## src/rtl/vend_pkg.sv

```systemverilog
// vend_pkg: shared types, coin encoding and widths for the vending controller
package vend_pkg;
  localparam int CREDIT_W = 8;
  localparam int TICK_W = 8;
  typedef enum logic [1:0] {S_IDLE, S_CREDIT, S_DISPENSE, S_CHANGE} state_t;
  localparam logic [1:0] COIN_5 = 2'b00;
  localparam logic [1:0] COIN_10 = 2'b01;
  localparam logic [1:0] COIN_25 = 2'b10;
  localparam logic [1:0] COIN_100 = 2'b11;
  function automatic logic [CREDIT_W-1:0] coin_value(input logic [1:0] code);
    return code == COIN_5 ? 8'd5 : code == COIN_10 ? 8'd10 : code == COIN_25 ? 8'd25 : 8'd100;
  endfunction
endpackage

```

## src/rtl/vend_if.sv

```systemverilog
// vend_if: customer-side coin/select/cancel inputs and vend/change outputs
interface vend_if;
  import vend_pkg::*;
  logic coin_valid;
  logic [1:0] coin_code;
  logic sel_valid;
  logic [1:0] sel_item;
  logic cancel;
  logic [CREDIT_W-1:0] credit;
  logic coin_reject;
  logic sel_err;
  logic dispense;
  logic [1:0] item_out;
  logic change_valid;
  logic [CREDIT_W-1:0] change_amt;
  logic busy;
  modport master(
    output coin_valid, coin_code, sel_valid, sel_item, cancel,
    input credit, coin_reject, sel_err, dispense, item_out, change_valid, change_amt, busy
  );
  modport slave(
    input coin_valid, coin_code, sel_valid, sel_item, cancel,
    output credit, coin_reject, sel_err, dispense, item_out, change_valid, change_amt, busy
  );
endinterface

```

## src/rtl/vend_tick_timer.sv

```systemverilog
// vend_tick_timer: clk_en tick counter with clear and terminal count at a loaded limit
module vend_tick_timer
  import vend_pkg::*;
(
  input  logic              clk,
  input  logic              reset,
  input  logic              clr,
  input  logic              run,
  input  logic              tick,
  input  logic [TICK_W-1:0] limit,
  output logic              done
);
  logic [TICK_W-1:0] cnt;
  assign done = run && tick && cnt == limit - TICK_W'(1);
  always_ff @(posedge clk or negedge reset)
    if (!reset) cnt <= '0;
    else if (clr) cnt <= '0;
    else if (run && tick) cnt <= cnt + TICK_W'(1);
endmodule

```

## src/rtl/vend_controller.sv

```systemverilog
// vend_controller: coin credit, priced selection, timed dispense/change and timeout refund
module vend_controller
  import vend_pkg::*;
#(
  parameter int PRICE_A = 50,
  parameter int PRICE_B = 75,
  parameter int PRICE_C = 100,
  parameter int PRICE_D = 125,
  parameter int MAX_CREDIT = 200,
  parameter int DISP_TICKS = 3,
  parameter int TIMEOUT_TICKS = 30
) (
  input logic clk,
  input logic reset,
  input logic clk_en,
  vend_if.slave bus
);
  state_t state, nxt;
  logic [CREDIT_W-1:0] credit_n, amt_n, coin_v, price;
  logic [CREDIT_W:0] sum;
  logic [1:0] item_n;
  logic rej_n, err_n, acc, done;
  assign coin_v = coin_value(bus.coin_code);
  assign sum = {1'b0, bus.credit} + {1'b0, coin_v};
  assign price = bus.sel_item == 2'd0 ? CREDIT_W'(PRICE_A) :
                 bus.sel_item == 2'd1 ? CREDIT_W'(PRICE_B) :
                 bus.sel_item == 2'd2 ? CREDIT_W'(PRICE_C) : CREDIT_W'(PRICE_D);
  assign bus.dispense = state == S_DISPENSE;
  assign bus.change_valid = state == S_CHANGE;
  assign bus.busy = bus.dispense || bus.change_valid;
  // One timer serves both phases; any state change or accepted coin restarts it
  vend_tick_timer u_timer (
    .clk  (clk),
    .reset(reset),
    .clr  (nxt != state || acc),
    .run  (state == S_CREDIT || state == S_DISPENSE),
    .tick (clk_en),
    .limit(state == S_DISPENSE ? TICK_W'(DISP_TICKS) : TICK_W'(TIMEOUT_TICKS)),
    .done (done)
  );
  always_comb begin
    nxt = state;
    credit_n = bus.credit;
    amt_n = bus.change_amt;
    item_n = bus.item_out;
    rej_n = 1'b0;
    err_n = 1'b0;
    acc = 1'b0;
    case (state)
      S_IDLE: if (bus.coin_valid) begin
        credit_n = coin_v;
        acc = 1'b1;
        nxt = S_CREDIT;
      end
      S_CREDIT: if (bus.cancel || done) begin
        amt_n = bus.credit;
        credit_n = '0;
        rej_n = bus.coin_valid;
        nxt = S_CHANGE;
      end else if (bus.coin_valid) begin
        acc = sum <= (CREDIT_W+1)'(MAX_CREDIT);
        rej_n = !acc;
        credit_n = acc ? sum[CREDIT_W-1:0] : bus.credit;
      end else if (bus.sel_valid) begin
        if (bus.credit >= price) begin
          item_n = bus.sel_item;
          amt_n = bus.credit - price;
          credit_n = '0;
          nxt = S_DISPENSE;
        end else err_n = 1'b1;
      end
      S_DISPENSE: begin
        rej_n = bus.coin_valid;
        if (done) nxt = bus.change_amt != '0 ? S_CHANGE : S_IDLE;
      end
      default: begin
        rej_n = bus.coin_valid;
        if (clk_en) begin
          amt_n = '0;
          nxt = S_IDLE;
        end
      end
    endcase
  end
  always_ff @(posedge clk or negedge reset)
    if (!reset) begin
      state <= S_IDLE;
      bus.credit <= '0;
      bus.change_amt <= '0;
      bus.item_out <= '0;
      bus.coin_reject <= 1'b0;
      bus.sel_err <= 1'b0;
    end else begin
      state <= nxt;
      bus.credit <= credit_n;
      bus.change_amt <= amt_n;
      bus.item_out <= item_n;
      bus.coin_reject <= rej_n;
      bus.sel_err <= err_n;
    end
endmodule

```

## src/flat_wrapper.sv

```systemverilog
// flat-port wrapper written by rule: the top's interface ports become plain ports
module vend_controller_flat import vend_pkg::*;
#(
  parameter int PRICE_A = 50,
  parameter int PRICE_B = 75,
  parameter int PRICE_C = 100,
  parameter int PRICE_D = 125,
  parameter int MAX_CREDIT = 200,
  parameter int DISP_TICKS = 3,
  parameter int TIMEOUT_TICKS = 30
)
  (clk, reset, clk_en, bus_coin_valid, bus_coin_code, bus_sel_valid, bus_sel_item, bus_cancel, bus_credit, bus_coin_reject, bus_sel_err, bus_dispense, bus_item_out, bus_change_valid, bus_change_amt, bus_busy);
  vend_if bus_i ();
  input logic clk;
  input logic reset;
  input logic clk_en;
  input wire logic [$bits(bus_i.coin_valid)-1:0] bus_coin_valid;
  input wire logic [$bits(bus_i.coin_code)-1:0] bus_coin_code;
  input wire logic [$bits(bus_i.sel_valid)-1:0] bus_sel_valid;
  input wire logic [$bits(bus_i.sel_item)-1:0] bus_sel_item;
  input wire logic [$bits(bus_i.cancel)-1:0] bus_cancel;
  output wire logic [$bits(bus_i.credit)-1:0] bus_credit;
  output wire logic [$bits(bus_i.coin_reject)-1:0] bus_coin_reject;
  output wire logic [$bits(bus_i.sel_err)-1:0] bus_sel_err;
  output wire logic [$bits(bus_i.dispense)-1:0] bus_dispense;
  output wire logic [$bits(bus_i.item_out)-1:0] bus_item_out;
  output wire logic [$bits(bus_i.change_valid)-1:0] bus_change_valid;
  output wire logic [$bits(bus_i.change_amt)-1:0] bus_change_amt;
  output wire logic [$bits(bus_i.busy)-1:0] bus_busy;
  assign bus_i.coin_valid = bus_coin_valid;
  assign bus_i.coin_code = bus_coin_code;
  assign bus_i.sel_valid = bus_sel_valid;
  assign bus_i.sel_item = bus_sel_item;
  assign bus_i.cancel = bus_cancel;
  assign bus_credit = bus_i.credit;
  assign bus_coin_reject = bus_i.coin_reject;
  assign bus_sel_err = bus_i.sel_err;
  assign bus_dispense = bus_i.dispense;
  assign bus_item_out = bus_i.item_out;
  assign bus_change_valid = bus_i.change_valid;
  assign bus_change_amt = bus_i.change_amt;
  assign bus_busy = bus_i.busy;
  vend_controller #(.PRICE_A(PRICE_A), .PRICE_B(PRICE_B), .PRICE_C(PRICE_C), .PRICE_D(PRICE_D), .MAX_CREDIT(MAX_CREDIT), .DISP_TICKS(DISP_TICKS), .TIMEOUT_TICKS(TIMEOUT_TICKS)) u_core (.clk(clk), .reset(reset), .clk_en(clk_en), .bus(bus_i));
endmodule
```

## config.mk

```make
export PLATFORM = sky130hd
export DESIGN_NAME = vend_controller_flat
export DESIGN_NICKNAME = d
export VERILOG_FILES = /design/src/rtl/vend_pkg.sv /design/src/rtl/vend_if.sv /design/src/rtl/vend_tick_timer.sv /design/src/rtl/vend_controller.sv /design/src/flat_wrapper.sv
export SDC_FILE = /design/constraint.sdc
export NUM_CORES = 1
export LEC_CHECK = 0
export CAP_MARGIN = 25
export CORE_UTILIZATION = 57
export CTS_CLUSTER_SIZE = 24
export DETAILED_ROUTE_END_ITERATION = 8
export DONT_BUFFER_PORTS = 1
export GPL_TIMING_DRIVEN = 1
export PLACE_DENSITY_LB_ADDON = 0.1
export SYNTH_ARGS = -nofsm -noshare
export SYNTH_HDL_FRONTEND = slang
export SYNTH_SLANG_ARGS = --single-unit
```

## constraint.sdc

```tcl
create_clock -name clk -period 2.8 [get_ports clk]
set_input_delay 0.56 -clock clk [delete_from_list [all_inputs] [get_ports clk]]
set_output_delay 0.56 -clock clk [all_outputs]
set_load 0.02 [all_outputs]
```

# After elaboration in Yosys (flattened, before gate mapping)
# Cells that the tools add are included.
# classes
n_addsub,4
magnitude_cmp,2
n_eq_ne,16
n_mux,43
bitwise,3
n_reduce_logical,18
# ops
cell,n
$mux 8,17
$pmux 8 s2,2
$mux 2,8
$reduce_and 5->1,3
$ne 4x4->1 const B,3
$mux 1,10
$mux 5,2
$add 8x8->9,1
$le 9x8->1 const B,1
$ne 3x3->1 const B,3
$add 8x1->8 const B,1
$eq 2x2->1 const B,4
$eq 8x8->1,1
$ge 8x8->1,1
$reduce_bool 8->1,1
$sub 8x1->8 const B,1
$sub 8x8->8,1
$mux 7,1
$eq 2x1->1 const B,3
$logic_not 2->1,3
$pmux 2 s3,1
$reduce_bool 2->1,3
$logic_or 1x1->1,4
$pmux 1 s2,2
6 further kinds,9
# totals
regBits,30
in_bits,10
elab_cells,93

# Logic depth before layout (Yosys ltp)
# Gate-level depths: netlist of the first run.
# depth
word_depth,13
mapped_depth,15
ltp_nobuf,14

# Cells and area by module
# From an unflattened synthesis of the first run, not the netlist that was laid out.
# hier_totals
hier_cells,315
area_unflattened_um2,2751.4
# modules_own_cells
module,instances,cells_per_inst,area_each_um2,seq_area_each_um2
vend_controller,1,243,2123.3,550.5
vend_tick_timer,1,72,628.1,200.2

# Least setup slack after synthesis of the first run
# Ideal clock, no wire load.
# synth_timing
kind,in2reg
from,input bus_coin_code[0]
to,register u_core.bus.credit[0]
setup_ns,0.125
t_arrival_ns,3.408
required_ns,2.675
path_slack_ns,-0.732
cell_stages,13
n_path_buf,0
path_cell_list,inv_1 > ha_1 > or2_2 > ha_1 > fa_1 > a211oi_1 > o21ai_0 > a21oi_1 > a311oi_2 > a2111oi_2 > nor2_1 > a21oi_4 > mux2_2
# synth_via
elab_chain_len,9
word_cells_on_any_way,15
# synth_rtl
element,line_no,rtl
"start, declared",flat_wrapper.sv:18,input wire logic [$bits(bus_i.coin_code)-1:0] bus_coin_code;
$eq 2x2->1,vend_pkg.sv:11,return code == COIN_5 ? 8'd5 : code == COIN_10 ? 8'd10 : code == COIN_25 ? 8'd25 : 8'd100;
$mux 7,vend_pkg.sv:11,
$mux 8,vend_pkg.sv:11,
$mux 8 (*),vend_pkg.sv:11,
"parallel branches: the longest is 5 deep, another holds $add 8x8->9",--,
"end signal, assigned",vend_controller.sv:95,bus.credit <= credit_n;
"end, declared",vend_if.sv:23,"output credit, coin_reject, sel_err, dispense, item_out, change_valid, change_amt, busy"
# Every way passes the cells marked *. The select of a mux whose other input is x is not followed.
# A chain may end at the register's enable or synchronous reset.

# Final worst setup path of the first run
# layout_timing
from,input bus_coin_code[1]
to,register u_core.bus.credit[3]
# The elaborated chain is that of the path after synthesis.

==> results by group, run 1 <==
Synthesis
  • Post-synth top area cell: dfrtp_1
  • Synth Flop Type: dfrtp_1
  • Synthesis-stage register bit count: 30
  • Synth warn: 0
  • Top-count cell post-synth: nor2_1
  • Synth Net Count: 321
  • Post-synth EDFFs: 0
  • Async SR Flop Fraction: 1.00
  • Sequential fraction of the synthesis area: 0.302
  • Synth cell count leaders: nor2_1, dfrtp_1, ha_1
  • Netlist cell types: 58
  • Synthesized area: 2480 um2
  • Synth Instances: 283
  • Synth top area share: 0.302
  • Synth top area cells: dfrtp_1, ha_1, nor2_1
  • Avg Cell Area, Syn: 8.78 um2

Global route
  • First-pass GRT wire length: 11400 um
  • Largest net degree at the start of global routing: 31
  • GRT Util Overall: 0.346
  • Vias in the first global route: 2448
  • Total grt overflow: 0
  • Initial antenna violation count: 0

Critical path
  • Reg2reg start: u_core.bus.credit[0]
  • R2R Setup Slk: -0.21 ns
  • Kind of cell adding the most delay to the critical path: compound AO/OA/AOI/OAI gates
  • Startpoint types: input pin
  • Req. time, crit path: 2.97 ns
  • Critical path arrival: 3.42 ns
  • Slowest stage cell, crit path: a2111oi_4
  • Buf/Inv on CP: 2
  • Top cell by count, worst path: ha_4
  • Crit path max fanout: 7
  • Worst r2r dst: u_core.bus.credit[3]
  • FF-to-FF path depth: 11
  • Endpoint class of the critical path: flip-flop
  • Crit path cell chain: inv_8 > ha_4 > or2_4 > ha_4 > fa_2 > a211oi_4 > nor2_1 > xnor2_2 > a311oi_4 > a2111oi_4 > nor2_2 > a21oi_4 > buf_12 > mux2_4
  • Kind of critical path: in -> reg
  • Slowest stage delay, CP: 0.40 ns

Hold path
  • Hold WC Path Type: in -> async

STA
  • Hold Worst Slack: 0.0772 ns
  • Hold Fails Final Rpt: 0
  • Fmax: 308 MHz
  • Setup TNS: -6.31 ns
  • Tcrit/Tclk final: 1.16
  • Actual slew at the worst max-slew pin: 0.807 ns
  • Headroom to the max-slew limit: 0.458
  • RSZ-0062 raised after global routing: true
  • Final Max Tran Viols: 0
  • Final setup fails: 24
  • Final worst slack: -0.444 ns
  • Worst Skew: 0.0112 ns
  • Min Tclk post-route: 3.24 ns

Power and ir drop
  • Maximum vdd drop: 0.000828 V
  • Cell Pwr Density: 1130 nW/um2
  • Leakage: 1.60 nW

Detailed routing
  • First-iteration detailed-routing DRC count: 237
  • Via-per-instance ratio: 6.48
  • First-pass DRT Iterations: 5
  • DRC: 0
  • Avg WL per Cell: 20.7 um
  • Via Count: 2579
  • DRT antenna net count: 0
  • Total Wirelength: 8240 um

Clock tree
  • Clk pin slew, worst setup/hold paths: 0.07 ns
  • H-tree depth: 2
  • CTS tree: yes
  • CTS Sinks: 30
  • Clock latency on the worst-skew pair: 0.30 ns
  • CTS root buffer: clkbuf_8
  • Cts bufs inserted: 5
  • Clock Path Buffers: 2

Floorplan
  • Core area: 4090 um2
  • Core Rows: 23
  • Die W: 68.0 um
  • Starting Density: 0.608
  • DIE AREA: 4630 um2
  • IO Pins: 33
  • Die height: 68.0 um

Layout
  • Diode count: 0
  • Fraction of layout cells with a size suffix above 1: 0.394
  • Final net count: 385
  • Area added between synthesis and finish: 42.9%

Status
  • Failing checks: negative setup slack
  • Status: finished with violations

Job
  • Max_cap viols: 0

Placement
  • Placer Congestion: 0.903
  • IO buf count: 0
  • Detailed Place HPWL: 4900 um
routing by layer:
layer	share of wire	up-vias	track usage	wire length, um
met4	0.037	0	0.203	301
met2	0.51	158	0.608	4200
met1	0.38	1232	0.386	3140
met5	0	-	0	0
met3	0.073	32	0.0600	599
li1	-	1157	-	-
cell type report:
type                            instances  area, um2
Clock inverter                          2       12.5
Fill cell                             211        537
Sequential cell                        30        751
Inverter                               19        119
Clock buffer                            6       82.6
Multi-Input combinational cell        230       2010
Timing Repair Buffer                   61        517
Tap cell                               50       62.6
logic make-up (layout without fill, tap and decap cells):
family	after synthesis	count (layout)	share of synthesized area
AO/OA/AOI/OAI	82	82	0.233
adder cells (fa/ha/maj)	28	28	0.147
buffers and inverters	23	88	0.0383
XOR/XNOR	14	14	0.0494
multiplexers	8	8	0.0358
AND/OR/NAND/NOR	98	98	0.194
flip-flops	30	30	0.302
repair_timing:
item	CTS	global route
gates cloned	1	0
endpoints found under the hold margin	30	0
hold buffers	1	0
pin swaps	26	15
endpoints found under the setup margin	24	24
buffers inserted	11	4
resized for setup	29	20
worst max path at each step:
stage                      from  cells after the start                   end
4_1_cts        bus_coin_code[0]                     14  u_core.bus.credit[3]
2_1_floorplan  bus_coin_code[0]                     13  u_core.bus.credit[3]
3_5_place_dp   bus_coin_code[1]                     14  u_core.bus.credit[5]
3_3_place_gp   bus_coin_code[1]                     14  u_core.bus.credit[1]
5_1_grt        bus_coin_code[0]                     14  u_core.bus.credit[1]
6_report       bus_coin_code[1]                     14  u_core.bus.credit[3]
through the flow:
stage	power, mW	instances	instance area, um2	setup slack [ns]	util
finish	4.00	398	3550	-0.444	0.869
global route	4.19	398	3550	-0.488	0.869
CTS	3.67	394	3420	-0.303	0.838
detailed placement	2.88	374	3070	-0.802	0.751
global placement	2.84	374	3070	-0.702	0.751
floorplan	2.17	283	2670	-0.649	-
layout by cell type, fill, tap and decap left out, drive strengths merged, types with 5 or more instances in the layout:
cell / n
buf: 60
nor2: 32
dfrtp: 30
ha: 26
nand2: 22
a21oi: 21
o21ai: 20
inv: 19
nand3: 11
xnor2: 8
mux2: 7
clkbuf: 7
o31ai: 7
or2: 7
nor3: 6
xor2: 6
o22ai: 6
or3: 5
power breakdown:
group / total (mW) / switching (mW) / internal [mW]
clock: 0.378 / 0.181 / 0.197
sequential: 0.771 / 0.216 / 0.556
combinational: 2.85 / 1.54 / 1.32
state kept, by name, indices dropped and copies added (netlist names):
signal / count
u_core.bus.coin_reject: 1
u_core.bus.item_out: 2
u_core.bus.sel_err: 1
u_core.bus.change_amt: 8
u_core.state: 2
u_core.u_timer.cnt: 8
u_core.bus.credit: 8
Power figures use the tool's default switching activity.
==> run 2, diff against run 1 <==
--- a/config.mk
+++ b/config.mk
@@ -14,4 +14,5 @@
 export PLACE_DENSITY_LB_ADDON = 0.1
 export SYNTH_ARGS = -nofsm -noshare
 export SYNTH_HDL_FRONTEND = slang
+export SYNTH_HIERARCHICAL = 1
 export SYNTH_SLANG_ARGS = --single-unit
==> results by group, run 2 <==
Status
  • Status: finished with violations
  • Failing checks: design-rule violations, negative setup slack

Global route
  • Total grt overflow: 0 (unchanged)
  • Vias in the first global route: 2720 (+11%)
  • First-pass GRT wire length: 12600 um (+10%)
  • Initial antenna violation count: 0 (unchanged)
  • GRT Util Overall: 0.319 (-0.0263)
  • Largest net degree at the start of global routing: 31 (unchanged)

Floorplan
  • Die W: 71.5 um (+5.1%)
  • Core area: 4500 um2 (+10%)
  • DIE AREA: 5110 um2 (+10%)
  • Starting Density: 0.611 (+0.00306)
  • IO Pins: 33 (unchanged)
  • Core Rows: 24 (+4.3%)
  • Die height: 71.5 um (+5.1%)

Clock tree
  • Clock latency on the worst-skew pair: 0.28 ns (-0.02 ns)
  • Cts bufs inserted: 5 (unchanged)
  • Clk pin slew, worst setup/hold paths: 0.07 ns (about the same)
  • CTS tree: yes
  • Clock Path Buffers: 2 (unchanged)
  • H-tree depth: 2 (unchanged)
  • CTS Sinks: 30 (unchanged)
  • CTS root buffer: clkbuf_8

Layout
  • Area added between synthesis and finish: 38.4%
  • Top flop regs: u_core/bus.change_amt x8, u_core/bus.credit x8, u_core/u_timer/cnt x8
  • Most frequent cells in the layout: buf_4, dfrtp_1, nand2_1
  • Commonest non-fill, non-tap cell in the layout: buf_4
  • Util after Layout: 0.846 (-0.0231)
  • Final net count: 444 (+15%)
  • Fraction of layout cells with a size suffix above 1: 0.361 (-0.0325)
  • Post-route insts no fill: 459 (+15%)
  • Diode count: 0 (unchanged)

Synthesis
  • Adder-cell share of the synthesized area: 0.133 (-0.0143)
  • Synthesis-stage register bit count: 30 (unchanged)
  • Synth top area cells: dfrtp_1, ha_1, xor2_1
  • Top-count cell post-synth: dfrtp_1
  • Compound-Gate Fraction of Synth Area: 0.242 (+0.00868)
  • Synth top area share: 0.273 (-0.0294)
  • Synthesized area: 2750 um2 (+11%)
  • Synth warn: 6 (+6)
  • Mux cell area share after synthesis: 0.0364 (+0.000612)
  • Largest family of logic cells by synthesized area: compound AO/OA/AOI/OAI gates
  • Synth Instances: 315 (+11%)
  • Sequential fraction of the synthesis area: 0.273 (-0.0294)
  • Synth Flop Type: dfrtp_1
  • Netlist cell types: 69 (+19%)
  • Post-synth EDFFs: 0 (unchanged)
  • Post-synth top area cell: dfrtp_1
  • Avg Cell Area, Syn: 8.73 um2 (-0.47%)
  • Synth Area in XOR/XNOR: 0.0728 (+0.0234)
  • Async SR Flop Fraction: 1.00 (unchanged)
  • Simple-gate area share of the yosys netlist: 0.196 (+0.00204)
  • Synth cell count leaders: dfrtp_1, nand2_1, ha_1

Job
  • Max_cap viols: 0 (unchanged)

Detailed routing
  • DRT antenna net count: 0 (unchanged)
  • Via-per-instance ratio: 6.52 (+0.60%)
  • Total Wirelength: 9270 um (+12%)
  • DRC: 1 (+1)
  • Via Count: 2992 (+16%)
  • First-pass DRT Iterations: 7 (+2)
  • First-iteration detailed-routing DRC count: 288 (+22%)
  • Avg WL per Cell: 20.2 um (-2.5%)

Critical path
  • Critical path arrival: 3.75 ns (+0.33 ns)
  • R2R Setup Slk: -0.75 ns (-0.54 ns)
  • Req. time, crit path: 3.00 ns (+0.03 ns)
  • Kind of critical path: reg -> reg
  • Crit path cell chain: buf_6 > inv_1 > ha_1 > and2_1 > nand4_1 > a2111oi_2 > and4_4 > nor3b_4 > and4_1 > a31oi_2 > a21oi_1 > o221ai_2 > a211o_4 > nor2_1
  • Startpoint types: flip-flop
  • FF-to-FF path depth: 14 (+3)
  • Endpoint class of the critical path: flip-flop
  • Slowest stage cell, crit path: dfrtp_1
  • Worst r2r dst: u_core/u_timer/cnt[4]
  • Crit path max fanout: 8 (+1)
  • Reg2reg start: u_core/state[1]
  • Slowest stage delay, CP: 0.44 ns (+0.04 ns)

Hold path
  • Hold WC Path Type: in -> async

STA
  • Headroom to the max-slew limit: 0.610 (+0.152)
  • Tcrit/Tclk final: 1.27 (+0.109)
  • Worst Skew: 0.00499 ns (-0.00621 ns)
  • Final worst slack: -0.748 ns (-0.304 ns)
  • Actual slew at the worst max-slew pin: 0.579 ns (-0.228 ns)
  • Final Max Tran Viols: 0 (unchanged)
  • Fmax: 282 MHz (-8.6%)
  • Final setup fails: 27 (+13%)
  • RSZ-0062 raised after global routing: true
  • Min Tclk post-route: 3.55 ns (+0.304 ns)
  • Hold Fails Final Rpt: 0 (unchanged)

Power and ir drop
  • Maximum vdd drop: 0.000632 V (-24%)
  • Cell Pwr Density: 1000 nW/um2 (-11%)
  • Leakage: 1.80 nW (+12%)
  • Overall Power: 3.82 mW (-4.5%)

Placement
  • DP Worst Slack: -0.479 ns (+0.323 ns)
  • IO buf count: 0 (unchanged)
  • Placer Congestion: 0.926 (+2.5%)
  • Dpl cells: 435 (+16%)
  • Detailed Place HPWL: 5750 um (+17%)
## run 2: timing repair
item                       CTS  global route
hold buffers                 1             0
hold endpoints to repair    30             0
setup buffers               11             9
gates cloned                 0             1
gates resized for setup     12            40
setup endpoints to repair   25            26
pin swaps                   18            19
## run 2: power by group
group | leakage [nW] | internal (mW) | total, mW | switching (mW)
Clock | 0.0575 | 0.248 | 0.411 | 0.163
Sequential | 0.396 | 0.574 | 0.836 | 0.262
Combinational | 1.34 | 1.20 | 2.58 | 1.38
## run 2: per-stage QoR
stage	setup TNS, ns	cell area, um2	hold WS, ns
6_report	-10.82	3810	0.0959
4_1_cts	-3.10	3590	0.103
3_3_place_gp	-6.67	3340	0.265
3_5_place_dp	-8.34	3340	0.265
2_1_floorplan	-9.07	2830	0.264
5_1_grt	-13.95	3810	0.100
## run 2: layer usage
| layer | vias to the layer above | wire, um | track usage |
|---|---|---|---|
| li1 | 1325 | - | - |
| met1 | 1411 | 3690 | 0.414 |
| met2 | 207 | 4350 | 0.512 |
| met3 | 49 | 792 | 0.0802 |
| met4 | 0 | 440 | 0.129 |
| met5 | - | 0 | 0 |
## run 2: cell families after synthesis
logic type | after synthesis
and+or+nand+nor | 102
AOI/OAI and AO/OA | 94
buffers and inverters | 30
DFF | 30
other | 2
xor gates and xnor gates | 22
muxes | 7
adders and majority gates | 28
## run 2: critical path: cells and delay by family (launching register included)
family	cells	cell delay (ns)
and+or+nand+nor	6	1.24
AOI/OAI and AO/OA	5	1.28
DFF	1	0.44
adders and majority gates	1	0.27
buffers and inverters	2	0.23
## run 2: worst max-delay path by stage
stage	startpoint	end	slack (ns)	cells past startpoint
after CTS	u_core/state[0]	u_core/u_timer/cnt[5]	-0.35	16
after global placement	u_core/state[0]	u_core/u_timer/cnt[5]	-0.42	16
after floorplan	u_core/state[0]	u_core/u_timer/cnt[0]	-0.48	17
after global routing	u_core/state[0]	u_core/u_timer/cnt[4]	-0.90	15
final	u_core/state[1]	u_core/u_timer/cnt[4]	-0.75	14
after detailed placement	u_core/state[0]	u_core/u_timer/cnt[5]	-0.48	16
## run 2: final cells by class
cell class | count | area [um2]
multi-input combinational | 264 | 2100
sequential | 30 | 751
fill | 231 | 696
timing repair buffer | 82 | 688
clock buffer | 8 | 110
inverter | 23 | 90.1
tap | 52 | 65.1
